--- config.mk ---
export PLATFORM = sky130hd
export DESIGN_NAME = fir_datapath_flat
export DESIGN_NICKNAME = d
export VERILOG_FILES = /design/src/rtl/fir_datapath_if.sv /design/src/rtl/fir_datapath.sv /design/src/flat_wrapper.sv
export SDC_FILE = /design/constraint.sdc
export NUM_CORES = 2
export LEC_CHECK = 0
export CORE_MARGIN = 2
export CORE_UTILIZATION = 64
export DETAILED_ROUTE_END_ITERATION = 10
export MAX_ROUTING_LAYER = met4
export PLACE_DENSITY_LB_ADDON = 0.12
export SLEW_MARGIN = 20
export SYNTH_ARGS = -nofsm -noshare
export SYNTH_HDL_FRONTEND = slang
export SYNTH_SLANG_ARGS = --single-unit
--- constraint.sdc ---
create_clock -name clk -period 14.6 [get_ports clk]
set_input_delay 1.46 -clock clk [delete_from_list [all_inputs] [get_ports clk]]
set_output_delay 1.46 -clock clk [all_outputs]
set_load 0.03 [all_outputs]
--- src/rtl/fir_datapath_if.sv ---
// Control-unit-to-FIR-datapath bus: coefficient/sample strobes in, filter results and status out.
interface fir_datapath_if #(
  parameter int DATA_W = 32
);
  logic [31:0]       tap_count;
  logic [DATA_W-1:0] coeff_data;
  logic              coeff_data_valid;
  logic [DATA_W-1:0] x_data;
  logic              x_data_valid;
  logic              compute;
  logic              coefficient_loading_complete;
  logic              output_data_valid;
  logic [DATA_W-1:0] output_data;
  logic              overrun;

  modport master (
    output tap_count, coeff_data, coeff_data_valid, x_data, x_data_valid, compute,
    input  coefficient_loading_complete, output_data_valid, output_data, overrun
  );

  modport slave (
    input  tap_count, coeff_data, coeff_data_valid, x_data, x_data_valid, compute,
    output coefficient_loading_complete, output_data_valid, output_data, overrun
  );
endinterface

--- src/rtl/fir_datapath.sv ---
// Sequential one-tap-per-clock FIR multiply-accumulate engine.
// Define FIR_SATURATE_EN to saturate the result to DATA_W instead of wrapping.
module fir_datapath #(
  parameter int MAX_TAPS  = 16,
  parameter int DATA_W    = 32,
  parameter int FRAC_BITS = 0
) (
  input logic            clk,
  input logic            rst,
  fir_datapath_if.slave  bus
);

  localparam int IDX_W  = (MAX_TAPS > 1) ? $clog2(MAX_TAPS) : 1;
  localparam int PROD_W = 2 * DATA_W;
  localparam int ACC_W  = PROD_W + IDX_W;

  typedef enum logic [2:0] {EMPTY, LOAD, READY, MAC, OUT} state_t;

  state_t state, state_nxt;

  logic signed [DATA_W-1:0] coeff [MAX_TAPS];
  logic signed [DATA_W-1:0] dly   [MAX_TAPS];
  logic signed [ACC_W-1:0]  acc;
  logic signed [ACC_W-1:0]  acc_nxt;
  logic signed [ACC_W-1:0]  shifted;
  logic signed [PROD_W-1:0] prod;
  logic [IDX_W-1:0]         idx;
  logic [IDX_W-1:0]         n_last;
  logic [IDX_W-1:0]         n_last_calc;
  logic [DATA_W-1:0]        result;
  logic [DATA_W-1:0]        out_q;
  logic                     overrun_q;
  logic                     complete;
  logic                     out_valid;

  // n_last holds N-1, i.e. tap_count clamped to [1, MAX_TAPS] minus one
  always_comb begin
    if (bus.tap_count == 32'd0)
      n_last_calc = '0;
    else if (bus.tap_count >= 32'(MAX_TAPS))
      n_last_calc = IDX_W'(MAX_TAPS - 1);
    else
      n_last_calc = IDX_W'(bus.tap_count - 32'd1);
  end

  assign prod    = coeff[idx] * dly[idx];
  assign acc_nxt = acc + {{(ACC_W-PROD_W){prod[PROD_W-1]}}, prod};
  assign shifted = acc_nxt >>> FRAC_BITS;

`ifdef FIR_SATURATE_EN
  always_comb begin
    result = shifted[DATA_W-1:0];
    if (!(&shifted[ACC_W-1:DATA_W-1] || ~|shifted[ACC_W-1:DATA_W-1]))
      result = shifted[ACC_W-1] ? {1'b1, {(DATA_W-1){1'b0}}} : {1'b0, {(DATA_W-1){1'b1}}};
  end
`else
  logic unused_shifted_hi;
  assign unused_shifted_hi = ^shifted[ACC_W-1:DATA_W];
  assign result = shifted[DATA_W-1:0];
`endif

  always_ff @(posedge clk) begin
    if (rst) state <= EMPTY;
    else     state <= state_nxt;
  end

  always_comb begin
    state_nxt = state;
    complete  = 1'b0;
    out_valid = 1'b0;
    unique case (state)
      EMPTY: begin
        if (bus.coeff_data_valid) state_nxt = (n_last_calc == '0) ? READY : LOAD;
      end
      LOAD: begin
        if (bus.coeff_data_valid && idx == n_last) state_nxt = READY;
      end
      READY: begin
        complete = 1'b1;
        // a coefficient strobe wins over a simultaneous sample
        if (bus.coeff_data_valid)
          state_nxt = (n_last_calc == '0) ? READY : LOAD;
        else if (bus.x_data_valid && bus.compute)
          state_nxt = MAC;
      end
      MAC: begin
        complete = 1'b1;
        if (idx == n_last) state_nxt = OUT;
      end
      OUT: begin
        complete  = 1'b1;
        out_valid = 1'b1;
        state_nxt = READY;
      end
      default: state_nxt = EMPTY;
    endcase
  end

  always_ff @(posedge clk) begin
    if (rst) begin
      for (int unsigned i = 0; i < MAX_TAPS; i++) begin
        coeff[i] <= '0;
        dly[i]   <= '0;
      end
      acc       <= '0;
      idx       <= '0;
      n_last    <= '0;
      out_q     <= '0;
      overrun_q <= 1'b0;
    end else begin
      unique case (state)
        EMPTY, READY: begin
          if (bus.coeff_data_valid) begin
            n_last <= n_last_calc;
            for (int unsigned i = 0; i < MAX_TAPS; i++) dly[i] <= '0;
            coeff[0] <= bus.coeff_data;
            idx      <= (n_last_calc == '0) ? '0 : IDX_W'(1);
          end else if (state == READY && bus.x_data_valid) begin
            for (int unsigned i = MAX_TAPS - 1; i > 0; i--) dly[i] <= dly[i-1];
            dly[0] <= bus.x_data;
            if (bus.compute) begin
              idx <= '0;
              acc <= '0;
            end
          end
        end
        LOAD: begin
          if (bus.coeff_data_valid) begin
            coeff[idx] <= bus.coeff_data;
            idx        <= (idx == n_last) ? '0 : idx + 1'b1;
          end
        end
        MAC: begin
          acc <= acc_nxt;
          if (idx == n_last) begin
            out_q <= result;
            idx   <= '0;
          end else begin
            idx <= idx + 1'b1;
          end
        end
        default: ;
      endcase
      if ((state == MAC || state == OUT) && bus.x_data_valid) overrun_q <= 1'b1;
    end
  end

  assign bus.coefficient_loading_complete = complete;
  assign bus.output_data_valid            = out_valid;
  assign bus.output_data                  = out_q;
  assign bus.overrun                      = overrun_q;

endmodule

--- src/flat_wrapper.sv ---
// flat-port wrapper written by rule: the top's interface ports become plain ports
module fir_datapath_flat 
#(
  parameter int MAX_TAPS  = 16,
  parameter int DATA_W    = 32,
  parameter int FRAC_BITS = 0
)
  (clk, rst, bus_tap_count, bus_coeff_data, bus_coeff_data_valid, bus_x_data, bus_x_data_valid, bus_compute, bus_coefficient_loading_complete, bus_output_data_valid, bus_output_data, bus_overrun);
  fir_datapath_if #(.DATA_W(DATA_W)) bus_i ();
  input logic clk;
  input logic rst;
  input wire logic [$bits(bus_i.tap_count)-1:0] bus_tap_count;
  input wire logic [$bits(bus_i.coeff_data)-1:0] bus_coeff_data;
  input wire logic [$bits(bus_i.coeff_data_valid)-1:0] bus_coeff_data_valid;
  input wire logic [$bits(bus_i.x_data)-1:0] bus_x_data;
  input wire logic [$bits(bus_i.x_data_valid)-1:0] bus_x_data_valid;
  input wire logic [$bits(bus_i.compute)-1:0] bus_compute;
  output wire logic [$bits(bus_i.coefficient_loading_complete)-1:0] bus_coefficient_loading_complete;
  output wire logic [$bits(bus_i.output_data_valid)-1:0] bus_output_data_valid;
  output wire logic [$bits(bus_i.output_data)-1:0] bus_output_data;
  output wire logic [$bits(bus_i.overrun)-1:0] bus_overrun;
  assign bus_i.tap_count = bus_tap_count;
  assign bus_i.coeff_data = bus_coeff_data;
  assign bus_i.coeff_data_valid = bus_coeff_data_valid;
  assign bus_i.x_data = bus_x_data;
  assign bus_i.x_data_valid = bus_x_data_valid;
  assign bus_i.compute = bus_compute;
  assign bus_coefficient_loading_complete = bus_i.coefficient_loading_complete;
  assign bus_output_data_valid = bus_i.output_data_valid;
  assign bus_output_data = bus_i.output_data;
  assign bus_overrun = bus_i.overrun;
  fir_datapath #(.MAX_TAPS(MAX_TAPS), .DATA_W(DATA_W), .FRAC_BITS(FRAC_BITS)) u_core (.clk(clk), .rst(rst), .bus(bus_i));
endmodule
## Word-level counts from Yosys, hierarchy flattened

Memories as Yosys holds them, arrays and structs flattened. A register that Yosys moved wholly into a read port is not among the register bits.
Cells that the tools add are included.
W data, S select, Z words.

| storage, ports and cells | value |
|---|---|
| memories | 2 |
| register bits after elaboration | 112 |
| output and inout bits | 35 |
| word-level logic and storage cells | 155 |
| memory bits (writable) | 1,024 |

| operators by class | value |
|---|---|
| magnitude comparators | 1 |
| bitwise logic cells | 33 |
| mux-type cells | 76 |
| multiply operators | 1 |
| reduce and logical (&&, ||, !) cells | 18 |
| $add $sub $neg | 3 |
| equal/unequal tests | 15 |

Memory list:

| memory | words | width | rd ports | clocked after memory_dff | wr ports | line | source |
|---|---|---|---|---|---|---|---|
| u_core.coeff | 16 | 32 | 1 | 1 | 16 | fir_datapath.sv:21 | `logic signed [DATA_W-1:0] coeff [MAX_TAPS];` |
| u_core.dly | 16 | 32 | 16 | 1 | 16 | fir_datapath.sv:22 | `logic signed [DATA_W-1:0] dly [MAX_TAPS];` |

Operators with widths:

| cell | count |
|---|---|
| $mux W32 | 34 |
| $mux W68 | 3 |
| $pmux W68 S2 | 1 |
| $add A68 B68 Y68 | 1 |
| $mul A32 B32 Y64 | 1 |
| $mux W4 | 12 |
| $or A1 B1 Y1 | 33 |
| $ge A32 B5 Y1 const B | 1 |
| $logic_not A32 Y1 | 1 |
| $reduce_or A32 Y1 | 1 |
| $mux W1 | 18 |
| $mux W3 | 5 |
| $pmux W3 S5 | 1 |
| $pmux W4 S3 | 1 |
| $reduce_and A4 Y1 | 3 |
| $ne A2 B2 Y1 const B | 4 |
| $eq A3 B2 Y1 const B | 2 |
| $ne A2 B1 Y1 const B | 3 |
| $ne A3 B2 Y1 const B | 2 |
| $add A4 B1 Y4 const B | 1 |
| $eq A4 B4 Y1 | 1 |
| $logic_and A1 B1 Y1 | 4 |
| $logic_not A4 Y1 | 1 |
| $reduce_and A2 Y1 | 2 |
| 11 further kinds | 11 |

## Longest topological paths before layout

| depth | value |
|---|---|
| depth after elaboration | 9 |
| depth in mapped cells | 49 |
| mapped depth without buffers | 42 |

## Least setup slack after synthesis

No wires, ideal clock.

| path | value |
|---|---|
| path type | reg2reg |
| from | register with a tool-made name |
| to | register u_core.acc[31] |
| data required time | 14,472 ps |
| clock period less this slack | 10,593 ps |
| cell stages (with the launch flop) | 41 |
| library setup time | 128 ps |
| data arrival time | 10,466 ps |
| setup slack | 4,007 ps |
| path buffers | 8 |
| cell sequence | dfxtp_1 -> clkbuf_1 -> buf_2 -> buf_2 -> buf_1 -> buf_1 -> clkbuf_1 -> clkbuf_1 -> o21a_1 -> clkbuf_1 -> nor2_1 -> fa_1 -> fa_1 -> fa_1 -> inv_1 -> fa_1 -> inv_1 -> fa_1 -> [... 5 more ...] -> ha_1 -> a2111oi_0 -> o221ai_1 -> a31o_2 -> a41o_1 -> nand2_1 -> nand2b_1 -> xor2_1 -> ha_1 -> a211o_1 -> a21oi_1 -> nor2_1 -> o21ai_0 -> nand2b_1 -> o41a_1 -> xor2_1 -> a22oi_1 -> nor2_1 |

RTL lines:

| element | line | source |
|---|---|---|
| to (signal assigned) | fir_datapath.sv:134 | `acc <= acc_nxt;` |
| to (decl) | fir_datapath.sv:23 | `logic signed [ACC_W-1:0] acc;` |

==> impl_metrics.csv <==
group,metric,value,unit
final_layout,drive_gt1_share,10.9,%
yosys,synthFlopType,"edfxtp_1",
route,drt-initial-drc-count,4838,
sta,hold_viol,0,
sta,setup_tns,0,ns
sta,finClkSkew,0.0436,ns
run_status,status,"finished, final reports clean",
floorplan,floorplan.initialDensity,64.4,%
clock_tree,cts_setup_buffers,0,
global_route,grt_first_pass_wirelength,261000,microns
sta,rsz0062_at_grt,"false",
sta,fmax,85.0,MHz
yosys,synth_fa_ha_area_share,16.2,%
floorplan,io_pins,136,
clock_tree,cts_htree_levels,3,
clock_tree,cts_resized,0,
final_layout,nFillCells,7115,
clock_tree,cts_tree,"yes",
floorplan,rows,117,
critical_path,crit_path_max_incr_delay,0.68,ns
global_route,grt_usage,34.5,%
sta,fin_crit_sh,80.5,%
flow_run,maxCapViolCount,0,
critical_path,critPathTopFamily,"adder cells",
global_route,gr-total-overflow,0,
yosys,yosys_warnings,0,
pwr,power.density,180,nW/um^2
critical_path,crit_slowest_cell,"o211a_1",
floorplan,die-height,323,microns
yosys,ys_types,67,
global_route,first_global_vias,43200,
clock_tree,insertion_delay,0.71,ns
yosys,muxShareOfSynthArea,9.98,%
critical_path,startpoint_type,"flop",
yosys,avgSynthCellArea,12.0,sq um
route,first_pass_iters,6,
yosys,netlist_area,65300,sq um
route,num_vias,43200,
floorplan,dieArea,105000,sq um
clock_tree,cts_root_buf,"clkbuf_16",
yosys,async_flop_share,0,%
yosys,synth_top_family_by_area,"adder cells",
critical_path,crit_buf_inv,8,
global_route,grt_max_degree,194,
yosys,syn-num-nets,6128,
route,drc,0,
yosys,synth_cells,5429,
clock_tree,postCtsHoldBufs,0,
pwr,leakage,29.8,nW
route,wl_per_cell,25.0,microns
route,via_per_inst,6.28,
clock_tree,cts.reportedPaths.clkPinSlew,0.06,ns
clock_tree,numCtsBuffers,111,
clock_tree,clockBufferDepth,3,
yosys,yosys.area_share.simple,13.9,%
final_layout,finalInstanceArea,71400,sq um
sta,worstMarginPinSlew,1.17,ns
critical_path,worstPathRequired,15.15,ns
placement,gp_congestion,0.948,
sta,drv_slew,0,
sta,relSlewSlack,21.4,%
floorplan,core_area,101000,sq um
yosys,synth-compound-area-share,6.38,%
placement,hpwl,108000,microns
yosys,synth_xor_area_share,1.52,%
yosys,synth_edf_count,800,
placement,port_buffers,135,
placement,placed_area,67800,sq um
critical_path,path_max_fanout,118,
final_layout,synthToLayoutAreaGrowth,9.27,%
route,antenna_left,0,
clock_tree,cts.sinks,1104,
pwr,irDropWorstVdd,0.346,mV
route,wirelength,172000,microns
yosys,synth-seq-cells,1104,
sta,setup_violations,0,
pwr,p_total,12.8,mW
critical_path,end_kind,"flop",
final_layout,nNetsFinal,6105,
global_route,grt_antenna_before_repair,14,
critical_path,path_class,"reg -> reg",
floorplan,die_width,323,microns
critical_path,arrival,12.31,ns
yosys,ys_seq_area_share,46.1,%
hold_path,hold_class,"reg -> reg",
sta,fin_crit,11.76,ns
==> power by group <==
group | total [mW] | internal [mW] | switching (mW)
Combinational | 6.53 | 2.66 | 3.87
Sequential | 3.54 | 3.48 | 0.0584
Clock | 2.78 | 1.55 | 1.23
Total | 12.8 | 7.69 | 5.16
==> logic make-up (layout without fill, tap and decap cells) <==
logic type,after synthesis,in the layout
xor+xnor,109,109
simple gates,1777,1777
other cells,0,10
buf+inv,956,1031
fa+ha+maj,598,598
mux,323,323
flops,1104,1104
compound gates,562,562
==> sequential cells by signal, summed over array words and instances (netlist names), named ones only <==
register	flops
u_core.idx	4
u_core.n_last	4
u_core.acc	32
u_core.state	3
u_core.bus.output_data	32
u_core.bus.overrun	1
u_core.coeff	512
u_core.dly	512
==> stage by stage <==
step	util, %	std cells	hold slack (ns)	setup WS (ns)
floorplan	-	5429	0.434	4.01
global placement	66.8	6660	0.444	3.11
detailed placement	66.8	6660	0.450	2.89
CTS	70.3	6871	0.458	2.88
global route	70.3	6880	0.476	2.13
finish	70.4	6882	0.454	2.84
==> routing by layer <==
metal  up-vias  wire, microns  global-route usage [%]
met4         0           7250                    13.4
met1     21900          68200                    47.2
met3       419          16600                    5.92
met5         -              0                       -
li1      18700              -                       -
met2      2275          80000                    52.3
==> cell usage in the layout (no fill, tap or decap), types with 14 or more instances in the layout <==
| cell type | instances |
|---|---|
| nand3_1 | 21 |
| clkinv_1 | 17 |
| edfxtp_1 | 800 |
| clkdlybuf4s50_1 | 134 |
| nand2b_1 | 25 |
| o21a_1 | 22 |
| clkbuf_1 | 32 |
| xor2_1 | 17 |
| buf_4 | 92 |
| and2_1 | 535 |
| inv_1 | 580 |
| nand2_1 | 449 |
| a221oi_1 | 19 |
| a21o_1 | 31 |
| a22oi_1 | 48 |
| o21ai_0 | 42 |
| mux4_2 | 249 |
| nor3_1 | 17 |
| nor2_1 | 341 |
| nor2b_1 | 34 |
| nor2_2 | 14 |
| a22o_1 | 207 |
| mux2i_1 | 53 |
| and3_1 | 291 |
| clkinv_2 | 20 |
| clkbuf_16 | 112 |
| dfxtp_1 | 300 |
| fa_1 | 409 |
| xnor2_1 | 89 |
| a21oi_1 | 110 |
| ha_1 | 189 |
==> worst paths after layout <==
path / start / endpoint / slack (ns) / cells after the start
worst max-delay path: flop / u_core.acc[28] / 2.84 / 44
worst min-delay path: u_core.bus.output_data[22] / u_core.bus.output_data[22] / 0.45 / 2
worst max register to register: flop / u_core.acc[28] / 2.84 / 44
worst min register to register: u_core.bus.output_data[22] / u_core.bus.output_data[22] / 0.45 / 2
==> tightest hold or removal path: stages (launching register included) <==
cell and delay (ns):
dfxtp_1 0.31, nand2_1 0.05, a21oi_1 0.05
==> final cells by class <==
type | instances | area (sq um) | area share [%]
Multi-Input combinational cell | 3369 | 31600 | 44.2
Sequential cell | 1104 | 30100 | 42.2
Clock buffer | 156 | 3090 | 4.33
Inverter | 585 | 2210 | 3.10
Timing Repair Buffer | 235 | 2190 | 3.07
Tap cell | 1368 | 1710 | 2.40
Clock inverter | 55 | 465 | 0.652
Antenna cell | 10 | 25.0 | 0.0351
==> synth_stat cells, types with 31 or more instances <==
cell | instances | area share [%]
mux4_2 | 249 | 8.6
nand2_1 | 450 | 2.6
and3_1 | 292 | 2.8
fa_1 | 409 | 13
clkbuf_1 | 294 | 1.7
o21ai_0 | 58 | 0.44
inv_1 | 584 | 3.4
dfxtp_1 | 304 | 9.3
nor2b_1 | 36 | 0.34
a22o_1 | 207 | 2.8
a21oi_1 | 110 | 0.84
a22oi_1 | 48 | 0.55
mux2i_1 | 57 | 0.87
a21o_1 | 31 | 0.36
xnor2_1 | 89 | 1.2
buf_2 | 31 | 0.24
ha_1 | 189 | 3.6
nor2_1 | 358 | 2.1
edfxtp_1 | 800 | 37
and2_1 | 535 | 5.1
Note: power is estimated with default switching activity, not from simulation.
